`config.mk`:
```
export PLATFORM = sky130hd
export DESIGN_NAME = multicycle_ctrl
export DESIGN_NICKNAME = d
export VERILOG_FILES = /design/src/rtl/multicycle_ctrl.sv
export SDC_FILE = /design/constraint.sdc
export NUM_CORES = 1
export LEC_CHECK = 0
export ABC_CLOCK_PERIOD_IN_PS = 3500
export BUFFER_PORTS_ARGS = -buffer_cell sky130_fd_sc_hd__buf_2
export CORE_UTILIZATION = 39
export DETAILED_ROUTE_END_ITERATION = 10
export PLACE_DENSITY = 0.78
export SYNTH_ARGS = -nofsm -noshare
export SYNTH_HDL_FRONTEND = slang
export SYNTH_SLANG_ARGS = --single-unit
```
`constraint.sdc`:
```
create_clock -name clk -period 3.5 [get_ports clk]
set_input_delay 0 -clock clk [delete_from_list [all_inputs] [get_ports clk]]
set_output_delay 0 -clock clk [all_outputs]
set_load 0.02 [all_outputs]
```
`src/rtl/multicycle_ctrl.sv`:
```
// rtl/multicycle_ctrl.sv - Moore FSM controller sequencing a multicycle RV32I datapath
//
// Purpose:
//   Steps each instruction through 3-5 cycles (FETCH, DECODE, then
//   instruction-specific states) and drives the datapath mux selects and
//   write enables. Supported: lw, sw, R-type, I-type ALU, beq, jal. Any
//   other opcode enters TRAP.
//
// Ports:
//   clk         in   rising-edge clock
//   reset_n     in   asynchronous active-low reset
//   op          in   Instr[6:0] from IR
//   funct3      in   Instr[14:12]
//   funct7b5    in   Instr[30]
//   Zero        in   ALU zero flag
//   PCWrite     out  PC register enable
//   AdrSrc      out  memory address select: 0=PC, 1=Result
//   MemWrite    out  memory write enable
//   IRWrite     out  IR and OldPC enable
//   ResultSrc   out  00=ALUOut, 01=Data, 10=ALUResult
//   ALUSrcA     out  00=PC, 01=OldPC, 10=A
//   ALUSrcB     out  00=B, 01=ImmExt, 10=const 4
//   ImmSrc      out  00=I, 01=S, 10=B, 11=J
//   ALUControl  out  000 add, 001 sub, 010 and, 011 or, 101 slt
//   RegWrite    out  register file write enable
//   instr_done  out  one-cycle pulse in the final state of each instruction
//   trap        out  high while in TRAP

module multicycle_ctrl #(
    parameter bit TRAP_HOLD = 1'b1
) (
    input  logic       clk,
    input  logic       reset_n,
    input  logic [6:0] op,
    input  logic [2:0] funct3,
    input  logic       funct7b5,
    input  logic       Zero,
    output logic       PCWrite,
    output logic       AdrSrc,
    output logic       MemWrite,
    output logic       IRWrite,
    output logic [1:0] ResultSrc,
    output logic [1:0] ALUSrcA,
    output logic [1:0] ALUSrcB,
    output logic [1:0] ImmSrc,
    output logic [2:0] ALUControl,
    output logic       RegWrite,
    output logic       instr_done,
    output logic       trap
);

    typedef enum logic [3:0] {
        S_FETCH    = 4'd0,
        S_DECODE   = 4'd1,
        S_MEMADR   = 4'd2,
        S_MEMREAD  = 4'd3,
        S_MEMWB    = 4'd4,
        S_MEMWRITE = 4'd5,
        S_EXECR    = 4'd6,
        S_EXECI    = 4'd7,
        S_ALUWB    = 4'd8,
        S_BEQ      = 4'd9,
        S_JAL      = 4'd10,
        S_TRAP     = 4'd11
    } state_t;

    localparam logic [6:0] OP_LOAD   = 7'b0000011;
    localparam logic [6:0] OP_STORE  = 7'b0100011;
    localparam logic [6:0] OP_RTYPE  = 7'b0110011;
    localparam logic [6:0] OP_ITYPE  = 7'b0010011;
    localparam logic [6:0] OP_BRANCH = 7'b1100011;
    localparam logic [6:0] OP_JAL    = 7'b1101111;

    state_t r_state;
    state_t w_next_state;

    // Raw per-state decode; every output is gated by reset_n below so that
    // the FETCH outputs of the reset state never leak while reset is held.
    logic       w_pc_update;
    logic       w_branch;
    logic [1:0] w_alu_op;
    logic       w_adr_src;
    logic       w_mem_write;
    logic       w_ir_write;
    logic [1:0] w_result_src;
    logic [1:0] w_alu_src_a;
    logic [1:0] w_alu_src_b;
    logic       w_reg_write;
    logic       w_instr_done;
    logic       w_trap;
    logic [1:0] w_imm_src;
    logic [2:0] w_alu_control;
    logic       w_pc_write;

    // State register
    always_ff @(posedge clk or negedge reset_n) begin
        if (!reset_n) begin
            r_state <= S_FETCH;
        end else begin
            r_state <= w_next_state;
        end
    end

    // Next-state logic
    always_comb begin
        w_next_state = S_FETCH;
        case (r_state)
            S_FETCH: w_next_state = S_DECODE;
            S_DECODE: begin
                case (op)
                    OP_LOAD,
                    OP_STORE:  w_next_state = S_MEMADR;
                    OP_RTYPE:  w_next_state = S_EXECR;
                    OP_ITYPE:  w_next_state = S_EXECI;
                    OP_BRANCH: w_next_state = S_BEQ;
                    OP_JAL:    w_next_state = S_JAL;
                    default:   w_next_state = S_TRAP;
                endcase
            end
            // op[5] separates stores (0100011) from loads (0000011)
            S_MEMADR:   w_next_state = op[5] ? S_MEMWRITE : S_MEMREAD;
            S_MEMREAD:  w_next_state = S_MEMWB;
            S_MEMWB:    w_next_state = S_FETCH;
            S_MEMWRITE: w_next_state = S_FETCH;
            S_EXECR:    w_next_state = S_ALUWB;
            S_EXECI:    w_next_state = S_ALUWB;
            S_ALUWB:    w_next_state = S_FETCH;
            S_BEQ:      w_next_state = S_FETCH;
            // JAL writes rd = PC+4 through the shared ALUWB state
            S_JAL:      w_next_state = S_ALUWB;
            S_TRAP:     w_next_state = TRAP_HOLD ? S_TRAP : S_FETCH;
            default:    w_next_state = S_FETCH;
        endcase
    end

    // Moore outputs per state
    always_comb begin
        w_pc_update   = 1'b0;
        w_branch      = 1'b0;
        w_alu_op      = 2'b00;
        w_adr_src     = 1'b0;
        w_mem_write   = 1'b0;
        w_ir_write    = 1'b0;
        w_result_src  = 2'b00;
        w_alu_src_a   = 2'b00;
        w_alu_src_b   = 2'b00;
        w_reg_write   = 1'b0;
        w_instr_done  = 1'b0;
        w_trap        = 1'b0;
        case (r_state)
            S_FETCH: begin
                w_ir_write   = 1'b1;
                w_alu_src_a  = 2'b00;
                w_alu_src_b  = 2'b10;
                w_result_src = 2'b10;
                w_pc_update  = 1'b1;
            end
            S_DECODE: begin
                // Branch target OldPC + imm is precomputed here into ALUOut
                w_alu_src_a = 2'b01;
                w_alu_src_b = 2'b01;
            end
            S_MEMADR: begin
                w_alu_src_a = 2'b10;
                w_alu_src_b = 2'b01;
            end
            S_MEMREAD: begin
                w_adr_src    = 1'b1;
                w_result_src = 2'b00;
            end
            S_MEMWB: begin
                w_result_src = 2'b01;
                w_reg_write  = 1'b1;
                w_instr_done = 1'b1;
            end
            S_MEMWRITE: begin
                w_adr_src    = 1'b1;
                w_mem_write  = 1'b1;
                w_instr_done = 1'b1;
            end
            S_EXECR: begin
                w_alu_src_a = 2'b10;
                w_alu_src_b = 2'b00;
                w_alu_op    = 2'b10;
            end
            S_EXECI: begin
                w_alu_src_a = 2'b10;
                w_alu_src_b = 2'b01;
                w_alu_op    = 2'b10;
            end
            S_ALUWB: begin
                w_result_src = 2'b00;
                w_reg_write  = 1'b1;
                w_instr_done = 1'b1;
            end
            S_BEQ: begin
                // ResultSrc=00 routes the DECODE-computed target to the PC
                w_alu_src_a  = 2'b10;
                w_alu_src_b  = 2'b00;
                w_alu_op     = 2'b01;
                w_result_src = 2'b00;
                w_branch     = 1'b1;
                w_instr_done = 1'b1;
            end
            S_JAL: begin
                w_alu_src_a  = 2'b01;
                w_alu_src_b  = 2'b10;
                w_result_src = 2'b00;
                w_pc_update  = 1'b1;
            end
            S_TRAP: begin
                w_trap = 1'b1;
            end
            default: begin
            end
        endcase
    end

    // Immediate format follows the opcode directly, independent of state
    always_comb begin
        w_imm_src = 2'b00;
        case (op)
            OP_LOAD,
            OP_ITYPE:  w_imm_src = 2'b00;
            OP_STORE:  w_imm_src = 2'b01;
            OP_BRANCH: w_imm_src = 2'b10;
            OP_JAL:    w_imm_src = 2'b11;
            default:   w_imm_src = 2'b00;
        endcase
    end

    // ALU decoder; sub needs op[5] so that addi with Instr[30]=1 stays add
    always_comb begin
        w_alu_control = 3'b000;
        case (w_alu_op)
            2'b00: w_alu_control = 3'b000;
            2'b01: w_alu_control = 3'b001;
            2'b10: begin
                case (funct3)
                    3'b000:  w_alu_control = (funct7b5 & op[5]) ? 3'b001 : 3'b000;
                    3'b010:  w_alu_control = 3'b101;
                    3'b110:  w_alu_control = 3'b011;
                    3'b111:  w_alu_control = 3'b010;
                    default: w_alu_control = 3'b000;
                endcase
            end
            default: w_alu_control = 3'b000;
        endcase
    end

    // Only Mealy term: the branch is taken combinationally on Zero
    assign w_pc_write = (w_branch & Zero) | w_pc_update;

    assign PCWrite    = reset_n & w_pc_write;
    assign AdrSrc     = reset_n & w_adr_src;
    assign MemWrite   = reset_n & w_mem_write;
    assign IRWrite    = reset_n & w_ir_write;
    assign ResultSrc  = reset_n ? w_result_src  : 2'b00;
    assign ALUSrcA    = reset_n ? w_alu_src_a   : 2'b00;
    assign ALUSrcB    = reset_n ? w_alu_src_b   : 2'b00;
    assign ImmSrc     = reset_n ? w_imm_src     : 2'b00;
    assign ALUControl = reset_n ? w_alu_control : 3'b000;
    assign RegWrite   = reset_n & w_reg_write;
    assign instr_done = reset_n & w_instr_done;
    assign trap       = reset_n & w_trap;

endmodule

```
-- Yosys cells after proc, flatten, opt, wreduce, memory -nomap -nowiden
Cells that the tools add are included.
- equal/unequal tests: 22
- bitwise logic cells: 10
- reduce and logical (&&, ||, !) cells: 12
- muxes and demuxes: 24
- operator list (operator ; count):
    $pmux W4 S6 ; 1
    $pmux W4 S5 ; 1
    $eq A4 B3 Y1 const B ; 4
    $eq A4 B4 Y1 const B ; 4
    $pmux W2 S2 ; 4
    $eq A7 B6 Y1 const B ; 2
    $eq A7 B7 Y1 const B ; 2
    $pmux W3 S4 ; 1
    $reduce_or A2 Y1 ; 6
    $and A1 B1 Y1 ; 9
    $mux W1 ; 9
    $eq A4 B2 Y1 const B ; 2
    $mux W2 ; 4
    $reduce_or A4 Y1 ; 2
    $eq A7 B2 Y1 const B ; 1
    $eq A7 B5 Y1 const B ; 1
    $eq A3 B3 Y1 const B ; 2
    $mux W3 ; 2
    $pmux W2 S3 ; 1
    $pmux W3 S2 ; 1
    $reduce_or A3 Y1 ; 2
    $eq A4 B1 Y1 const B ; 1
    $logic_not A4 Y1 ; 1
    $eq A3 B2 Y1 const B ; 1
    4 further kinds ; 4
- register bits: 4
- logic and storage cells: 69
- output and inout port bits: 18

-- Longest topological paths before layout
- depth after elaboration: 6
- depth in mapped cells: 7

-- Worst setup path after synthesis
No wires, ideal clock.
- path type: reg-to-output
- start: register r_state[3]
- end: output port ALUControl[2]
- stages on the path, launching flop included: 8
- slack: 1.740 ns
- arrival: 1.760 ns
- cell sequence: dfrtp_1 > clkbuf_1 > nor3b_1 > inv_1 > ha_1 > inv_1 > nand4_1 > nor2_1
- cells in the longest elaborated chain, start to end: 6
- elaborated cells on any way between the ends: 9
- RTL lines (item ; line ; text):
    start, declared ; 74 ; state_t r_state;
    start signal, assigned ; 100 ; r_state <= w_next_state;
    $eq A4 B3 Y1 ; 150 ; case (r_state)
    $reduce_or A2 Y1 (no line) ; - ;
    $pmux W2 S2 * ; 150 ;
    $eq A2 B2 Y1 or $eq A2 B1 Y1 (tied branches) ; 235 ; case (w_alu_op)
    $pmux W3 S2 * ; 235 ;
    $mux W3 * ; 262 ; assign ALUControl = reset_n ? w_alu_control : 3'b000;
    end, declared ; 46 ; output logic [2:0] ALUControl,
Mark *: on every way between the ends. The rest lies on a longest branch, timed or not.

-- Worst setup path after layout
- start: register r_state[1]
- end: output port ALUControl[0]
Same word-level chain as after synthesis.

==> summary.md <==
| Metric | Value |
|---|---|
| EDFF count, synth | 0 |
| CTS Sinks | 4 |
| Worst path most repeated cell | nand2b_1 |
| Drt pass-1 iters | 4 |
| Initial DRC count | 31 |
| Syn avg cell area | between 7 and 8 sq um |
| CTS clk-pin slew, worst paths | 40 ps |
| Endpoint class of the critical path | primary output |
| Drt wl/cell | about 13 um |
| Vias in the first global route | 530 |
| Post-DP HPWL | 1.23 mm |
| Regs by FF count | r_state: 4 flops |
| Hold Vio Cnt, Final | 0 |
| Post-synth top area cell | dfrtp_1 |
| Slew HR | between 60% and 70% |
| Inst Count DP | around 120 |
| Required @ worst endpoint | around 3500 ps |
| Fillcell total | 144 |
| H-tree lvl count | 1 |
| Switching Share | roughly 54% |
| Yosys reg bits | 4 |
| Global-route wire length before repair | about 2.3 mm |
| Arrival @ worst endpoint | 2380 ps |
| CP Cell Sequence | nand2b_1, nor3b_1, inv_1, ha_1, nand2b_1, nor2_1, o211a_1, buf_2 |
| Share of layout cells above drive strength 1 | about a third |
| Max clock buf depth | 2 |
| Synth cell types | 36 |
| Layout area overhead | 29.4% |
| Critical path's largest stage delay | approximately 510 ps |
| Max reg flops | 4 |
| Antenna viol nets, final | 0 |
| Status | completed |
| CP max FO | 12 |
| Mapped cell area | around 600 sq um |
| Post-route cell area | between 700 and 800 sq um |
| Skew final | roughly 6.1 ps |
| Yosys top cell area share | between 10% and 20% |
| Largest cells by area after synthesis | dfrtp_1 (17%), nor2_1 (6.3%), nor3b_1 (5.0%) |
| Clock Latency Late Sink | around 250 ps |
| Die width | a little over 40 um |
| Placeable Area | about 1400 sq um |
| Drc violations | 0 |
| Top FF cell, synth | dfrtp_1 |
| Period utilization | 67.9% |
| Tot GR Track Use | 21.5% |
| Synth async-reset ratio | between 90% and 100% |
| Final Setup Violations | 0 |
| Total grt overflow | 0 |
| Synth Warn # | 0 |
| Slew @ Worst Pin | 547 ps |
| Fin cells | between 100 and 150 |
| Clock Power Share | between 10% and 20% |
| Fmax | 421 MHz |
| RSZ-0062 raised after global routing | false |
| Net Switching | between 200 and 300 uW |
| Die Y | about 41 um |
| Layout net count | between 100 and 150 |
| Combinational power share | between 60% and 70% |
| Via density per instance | approximately 5.5 |
| Post-DP Area | approximately 740 sq um |
| Antenna violations before repair | 0 |
| Slowest cell on the critical path | nor3b_1 |
| Hold crit path type | input port to register |
| Max-Cap Viols | 0 |
| Mapped Cells | 85 |
| Top reg by flops | r_state |
| Post-CTS Resized | 0 |
| Rows | 13 |
| Most frequent cell after synthesis | nor2_1 |
| Io pins | 32 |
| Internal power | between 200 and 250 uW |
| Hold Worst Slack | between 30 and 40 ps |
| Worst VDD drop | around 0.00032 V |
| Max-slew violation count | 0 |
| Diode count | 0 |
| Min cycle time layout | roughly 2400 ps |
| Die Area | around 1700 sq um |
| Crit start category | register |
| Starting density of the core | 43.6% |
| Root Buffer | clkbuf_4 |
| CTS tree | yes |
| Largest net degree at the start of global routing | 20 |
| Routed WL | roughly 1.6 mm |
| Mapped Nets | 101 |
| Register area share after synthesis | 16.8% |
| Final core occ | about 56% |
| LEAKAGE | a little under 0.0004 uW |
| Via count | approximately 700 |
| Final GP Congestion | ~0.83 |
| PwrDens | 655 nW/um^2 |
| Setup CP Type | register to primary output |
| IO buf count | 31 |
| Number of CTS-inserted buffers | 3 |
| Sequential group share of total power | 27.5% |
| Setup_tns | 0 ps |
| Commonest cells in the netlist | nor2_1 (10), inv_1 (7), clkbuf_1 (5), nand3_1 (5) |
-- power groups by stage --
stage / combinational [uW] / sequential [uW] / clock, uW
final: 303 / 139 / 63.3
after global routing: 332 / 147 / 68.2
after CTS: 302 / 138 / 64.6
after detailed placement: 300 / 139 / 0
after global placement: 297 / 135 / 0
after floorplan: 287 / 76.8 / 0
-- placed cells by master (no fill, tap or decap), drive strengths merged, types with 4 or more instances in the layout --
cell type  count
inv            7
nor2          10
dfrtp          4
o21ai          4
nor3b          4
a21oi          4
nand2          4
nor3           4
buf           31
nand3          5
-- per-stage QoR --
step                      power [uW]  setup WS (ps)
after floorplan                  363           1740
after global placement           433           1520
after detailed placement         439           1410
after CTS                        504           1140
after global routing             547            944
final                            505           1120
-- critical path, delay by kind of cell, from the launching register on --
family | cells | cell delay [ps]
compound gates | 1 | 200
fa+ha+maj | 1 | 230
flops | 1 | 500
simple gates | 4 | 960
buf+inv | 2 | 250
-- cells by family (layout without fill, tap and decap cells) --
family,Yosys count,in the layout,share of synthesized area (%)
compound gates,20,20,22.5
flops,4,4,16.8
simple gates,41,41,41.0
buf+inv,14,42,9.66
xor+xnor,4,4,5.88
fa+ha+maj,2,2,4.20
-- repair_timing --
| item | CTS | global route |
|---|---|---|
| hold endpoints to repair | 4 | 0 |
| hold buffers | 1 | 0 |
| buffers inserted | 0 | 0 |
-- worst paths after layout --
kind	start	end	slack, ps	cells past startpoint
min in group asynchronous	reset_n	r_state[2]	160	2
setup / recovery	r_state[1]	ALUControl[0]	1120	8
setup reg to reg	r_state[1]	r_state[0]	1960	3
hold / removal	op[4]	r_state[2]	40	3
hold reg to reg	r_state[2]	r_state[1]	730	1
max in group asynchronous	reset_n	r_state[3]	3120	2
-- cell type report --
cell class | count | area (sq um) | area share, %
Tap cell | 15 | 18.8 | 2.44
Timing Repair Buffer | 32 | 165 | 21.4
Inverter | 7 | 26.3 | 3.41
Sequential cell | 4 | 100 | 13.0
Clock buffer | 3 | 22.5 | 2.92
Multi-Input combinational cell | 67 | 438 | 56.8
-- routing by layer --
metal  vias up  global-route usage, %  part of all wire, %
met5         -                      0                    0
met4         0                   13.3                  1.5
met2        27                   32.4                   47
li1        360                      -                    -
met1       311                   27.2                   45
met3         4                   4.89                  6.4
(Power assumes the default switching activity.)
